[src/rtl/clk_div_gen.sv]
// clk_div_gen: runtime-programmable clock divider and tick generator.
// Produces a 50%-duty divided level (div_clk) and a one-cycle strobe (tick)
// at every half-period boundary. New half-periods are staged in a shadow
// register and only take effect at a phase boundary, so no runt phase occurs.
// Optional feature macro: CLK_DIV_RESTART_EN adds the 'restart' input, which
// forces an immediate phase restart.
module clk_div_gen #(
    parameter int WIDTH        = 27,
    parameter int DEFAULT_HALF = 100000000
) (
    input  logic             clk,
    input  logic             rst,
    input  logic             en,
    input  logic [WIDTH-1:0] div_in,
    input  logic             div_load,
    output logic             div_clk,
    output logic             tick,
    output logic             pending,
    output logic             cfg_err
`ifdef CLK_DIV_RESTART_EN
    ,
    input  logic             restart
`endif
);

    localparam logic [WIDTH-1:0] DEFAULT_HALF_C = WIDTH'(DEFAULT_HALF);
    localparam logic [WIDTH-1:0] ONE_C          = WIDTH'(1);
    localparam logic [WIDTH-1:0] ZERO_C         = {WIDTH{1'b0}};

    // Architectural state
    logic [WIDTH-1:0] count_r;
    logic [WIDTH-1:0] half_r;
    logic [WIDTH-1:0] pend_val_r;
    logic             pend_valid_r;
    logic             div_clk_r;
    logic             tick_r;
    logic             cfg_err_r;

    // Next-state values
    logic [WIDTH-1:0] count_nxt_s;
    logic [WIDTH-1:0] half_nxt_s;
    logic [WIDTH-1:0] pend_val_nxt_s;
    logic             pend_valid_nxt_s;
    logic             div_clk_nxt_s;
    logic             tick_nxt_s;
    logic             cfg_err_nxt_s;

    logic             restart_s;
    logic             terminal_s;

`ifdef CLK_DIV_RESTART_EN
    assign restart_s = restart;
`else
    assign restart_s = 1'b0;
`endif

    // Last cycle of the current half-period; half_r of 1 makes every cycle terminal.
    assign terminal_s = (count_r == (half_r - ONE_C));

    // Next-state: phase restart, counting/terminal handling, then shadow load.
    always_comb begin
        count_nxt_s      = count_r;
        half_nxt_s       = half_r;
        pend_val_nxt_s   = pend_val_r;
        pend_valid_nxt_s = pend_valid_r;
        div_clk_nxt_s    = div_clk_r;
        tick_nxt_s       = 1'b0;
        cfg_err_nxt_s    = 1'b0;

        if (restart_s) begin
            // Restart outranks enable and terminal handling; a pending value
            // is adopted immediately since this is a phase boundary too.
            count_nxt_s   = ZERO_C;
            div_clk_nxt_s = 1'b0;
            if (pend_valid_r) begin
                half_nxt_s       = pend_val_r;
                pend_valid_nxt_s = 1'b0;
            end else begin
                half_nxt_s       = half_r;
            end
        end else if (en) begin
            if (terminal_s) begin
                count_nxt_s   = ZERO_C;
                div_clk_nxt_s = ~div_clk_r;
                tick_nxt_s    = 1'b1;
                if (pend_valid_r) begin
                    half_nxt_s       = pend_val_r;
                    pend_valid_nxt_s = 1'b0;
                end else begin
                    half_nxt_s       = half_r;
                end
            end else begin
                count_nxt_s = count_r + ONE_C;
            end
        end else begin
            // Disabled: counter and level freeze, tick stays low.
            count_nxt_s = count_r;
        end

        // Load is evaluated after the apply so a load on a terminal edge
        // re-arms the shadow with the new value for the following boundary.
        if (div_load) begin
            if (div_in != ZERO_C) begin
                pend_val_nxt_s   = div_in;
                pend_valid_nxt_s = 1'b1;
            end else begin
                cfg_err_nxt_s    = 1'b1;
            end
        end else begin
            cfg_err_nxt_s = 1'b0;
        end
    end

    // State register with synchronous reset overriding every other input.
    always_ff @(posedge clk) begin
        if (rst) begin
            count_r      <= ZERO_C;
            half_r       <= DEFAULT_HALF_C;
            pend_val_r   <= ZERO_C;
            pend_valid_r <= 1'b0;
            div_clk_r    <= 1'b0;
            tick_r       <= 1'b0;
            cfg_err_r    <= 1'b0;
        end else begin
            count_r      <= count_nxt_s;
            half_r       <= half_nxt_s;
            pend_val_r   <= pend_val_nxt_s;
            pend_valid_r <= pend_valid_nxt_s;
            div_clk_r    <= div_clk_nxt_s;
            tick_r       <= tick_nxt_s;
            cfg_err_r    <= cfg_err_nxt_s;
        end
    end

    assign div_clk = div_clk_r;
    assign tick    = tick_r;
    assign pending = pend_valid_r;
    assign cfg_err = cfg_err_r;

endmodule

[config.mk]
export PLATFORM = sky130hd
export DESIGN_NAME = clk_div_gen
export DESIGN_NICKNAME = d
export VERILOG_FILES = /design/src/rtl/clk_div_gen.sv
export SDC_FILE = /design/constraint.sdc
export NUM_CORES = 1
export LEC_CHECK = 0
export BUFFER_PORTS_ARGS = -buffer_cell sky130_fd_sc_hd__buf_2
export CORE_UTILIZATION = 60
export DETAILED_ROUTE_END_ITERATION = 10
export HOLD_SLACK_MARGIN = 0.02
export PLACE_DENSITY = 0.85
export SYNTH_ARGS = -nofsm -noshare
export SYNTH_HDL_FRONTEND = slang
export SYNTH_SLANG_ARGS = --single-unit
[constraint.sdc]
create_clock -name clk -period 3.45 [get_ports clk]
set_input_delay 0.5175 -clock clk [delete_from_list [all_inputs] [get_ports clk]]
set_output_delay 0.5175 -clock clk [all_outputs]
set_load 0.02 [all_outputs]
==> impl_metrics.toml <==
[timing]
worst_pin_slew_ps = 1094
max_freq_mhz = 305.5
fin_crit_ps = 3274
slew_viol_final = 0
maxSlewHeadroom = 0.2697
timing.hold.ws_ps = 395.6
tns_ps = 0
rsz0062_at_grt = "false"
fin_crit_sh = 0.9489
setup_viol = 0
hold_viol = 0
fin_skew_ps = 13.22

[critical_path]
worstSetupStartpointType = "flip-flop"
r2r_end = "pending$_SDFF_PP0_"
cp.arrival_ps = 3510
worst-r2r-setup-slack_ps = 180
ff2ff_path_depth = 12
worstPathMaxFanout = 31
reg2reg_from = "half_r[0]$_SDFFE_PP0P_"
worst_setup_path_end_kind = "flip-flop"
critPathKind = "reg2reg"
worst_ep_required_time_ps = 3690

[synth]
synth_edf_count = 0
syn_inst = 519
synth_area_per_cell_sq_um = 8.696
synth_area_sq_mm = 0.004513
yosysSeqAreaShare = 0.3770
synthArstFlopShare = 0
ys_warn_count = 0
ys.flop_type = "dfxtp_1"
ys_ff_latch = 85
syn_nets = 552
synth.distinct_cells = 55

[route]
wire_per_inst_um = 16.17
dr.first_iter.drc_count = 288
via_per_inst = 6.138
drt_first_pass_iters = 4
wl_mm = 10.51
antenna_left = 0
route.detailed.drc = 0
via_count = 3990

[place]
dp_hpwl_mm = 7.408
gp_congestion = 0.9569
place_area_sq_mm = 0.004816
placement.io_buffers = 34

[power]
ir_drop_mv = 0.2897
pwr-share-seq = 0.527
switching_power_mw = 0.4746
swShare = 0.2452
pwr-share-comb = 0.063
p_leak_nw = 1.829
total_power_mw = 1.936
p_per_area_mw_per_mm2 = 383.6
internal_power_mw = 1.461
clockPowerShare = 0.410

[global_route]
grt_overflow = 0
grt_pass1_wl_mm = 17.24
grt_pass1_vias = 3721
antenna_found_initial = 0
grt_util_all_layers = 0.2829
grt_max_degree = 49

[clock_tree]
htreeDepth = 3
cts_root_buf = "clkbuf_8"
numClockSinks = 85
cts_tree = "done"
clock_path_buffers = 2
ctsHoldBuffers = 0
path_clk_slew_ps = 90
clock_latency_ps = 370
cts_buffers = 9

[cells_and_area]
multi_input_area_sq_mm = 0.002623
design_area_sq_mm = 0.005046
regArea_sq_mm = 0.001702
fillers = 569
antennaDiodeCount = 0
nNetsFinal = 579
synthToLayoutAreaGrowth_pct = 11.81
final_core_util = 0.6957
drive_gt1_frac = 0.1579

[floorplanning]
initial_utilization = 0.6222
die_w_um = 88.73
io-pin-count = 35
rows = 31
chipHeight_um = 88.73
core_area_sq_mm = 0.007253
dieArea_sq_mm = 0.007873

[outcome]
status = "finished clean"

[min_path]
holdPathStages = 3
hold_end = "pend_val_r[24]$_SDFFE_PP0P_"
min_from = "div_in[24]"
hp-class = "in2reg"

[job]
cap_viol_max_count = 0
-- placed cells by master, fill, tap and decap left out, types with 3 or more instances in the layout --
cell type  instances
dfxtp_1           85
nand2_1           22
xor2_1            23
o31ai_1           20
or4_1              5
nand3_1           29
buf_12             3
o21ai_0            7
o31ai_2            9
and4_1             4
mux2i_1           27
buf_2             34
inv_1              8
or3_1              6
nor4_4             3
nor3_1            13
nor2_1            63
clkbuf_8           9
nor4_1            13
buf_4             15
a21oi_1           23
and3_1             8
nand4_1           35
xnor2_1           38
-- metrics by stage --
step / instances / setup WS (ps)
floorplan: 519 / 303.1
global placement: 634 / 259.5
detailed placement: 634 / 190.5
CTS: 650 / 149.1
global route: 650 / 13.37
finish: 650 / 176.3
-- flip-flops by register name, summed over array words and instances (netlist names) --
name        flops
count_r        27
half_r         27
pend_val_r     27
cfg_err         1
tick            1
div_clk         1
pending         1
-- worst max-delay path by stage --
stage | slack (ps) | to | startpoint
floorplan | 300 | half_r[14]$_SDFFE_PP1P_ | half_r[0]$_SDFFE_PP0P_
global placement | 260 | pending$_SDFF_PP0_ | half_r[0]$_SDFFE_PP0P_
detailed placement | 190 | pending$_SDFF_PP0_ | half_r[0]$_SDFFE_PP0P_
CTS | 150 | pending$_SDFF_PP0_ | half_r[0]$_SDFFE_PP0P_
global route | 10 | pending$_SDFF_PP0_ | half_r[0]$_SDFFE_PP0P_
finish | 180 | pending$_SDFF_PP0_ | half_r[0]$_SDFFE_PP0P_
-- power by group through the flow --
stage	clock network, mW	logic [mW]	registers, mW
3_5_place_dp	0	0.121	1.04
5_1_grt	0.840	0.134	1.02
6_report	0.793	0.122	1.02
2_1_floorplan	0	0.0833	1.04
4_1_cts	0.799	0.122	1.02
3_3_place_gp	0	0.116	1.04
-- logic make-up after synthesis --
logic type / count (synthesis) / share of synthesized area
simple gates: 219 / 0.2631
mux: 27 / 0.05988
fa+ha+maj: 2 / 0.005544
flops: 85 / 0.3770
compound gates: 80 / 0.1314
buf+inv: 45 / 0.04463
xor+xnor: 61 / 0.1184
-- synthesized netlist by cell type (3+ instances only) --
cell	n	area share
a21oi_1	23	0.026
and3_1	8	0.011
and4_1	4	0.0078
buf_1	3	0.0025
buf_2	8	0.0089
clkbuf_1	21	0.017
dfxtp_1	85	0.38
inv_1	8	0.0067
mux2i_1	27	0.060
nand2_1	22	0.018
nand3_1	29	0.032
nand4_1	35	0.049
nor2_1	63	0.052
nor3_1	13	0.014
nor4_1	13	0.018
o21ai_0	8	0.0089
o31ai_1	20	0.033
o31ai_2	9	0.025
or3_1	6	0.0083
or4_1	5	0.0083
xnor2_1	38	0.074
xor2_1	23	0.045
-- worst max-delay path: stages, from the launching register on --
cell      delay [ps]
dfxtp_1          370
inv_1             80
ha_1             190
nor3b_2          210
nand3_1          150
or4_1            550
a2111o_1         480
nor4_4           320
nand4_2          160
buf_12           220
o21ai_4          150
buf_12           190
o22ai_1           90
-- area by class of cell --
cell class,count,area share
tap,99,0.02455
inverter,9,0.006695
clock buffer,10,0.02529
sequential,85,0.3372
timing repair buffer,52,0.06794
clock inverter,6,0.01860
multi-input combinational,389,0.5197
-- layer usage --
layer / up-vias / part of all wire / track usage
li1: 1950 / - / -
met1: 1882 / 0.46 / 0.3692
met2: 139 / 0.47 / 0.4601
met3: 19 / 0.045 / 0.04198
met4: 0 / 0.021 / 0.1349
met5: - / 0 / 0
-- repair_timing --
item / 4_1_cts / 5_1_grt
setup buffers: 0 / 0
gates resized for setup: 0 / 1
setup endpoints to repair: 0 / 2
Note: power is estimated with default switching activity, not from simulation.
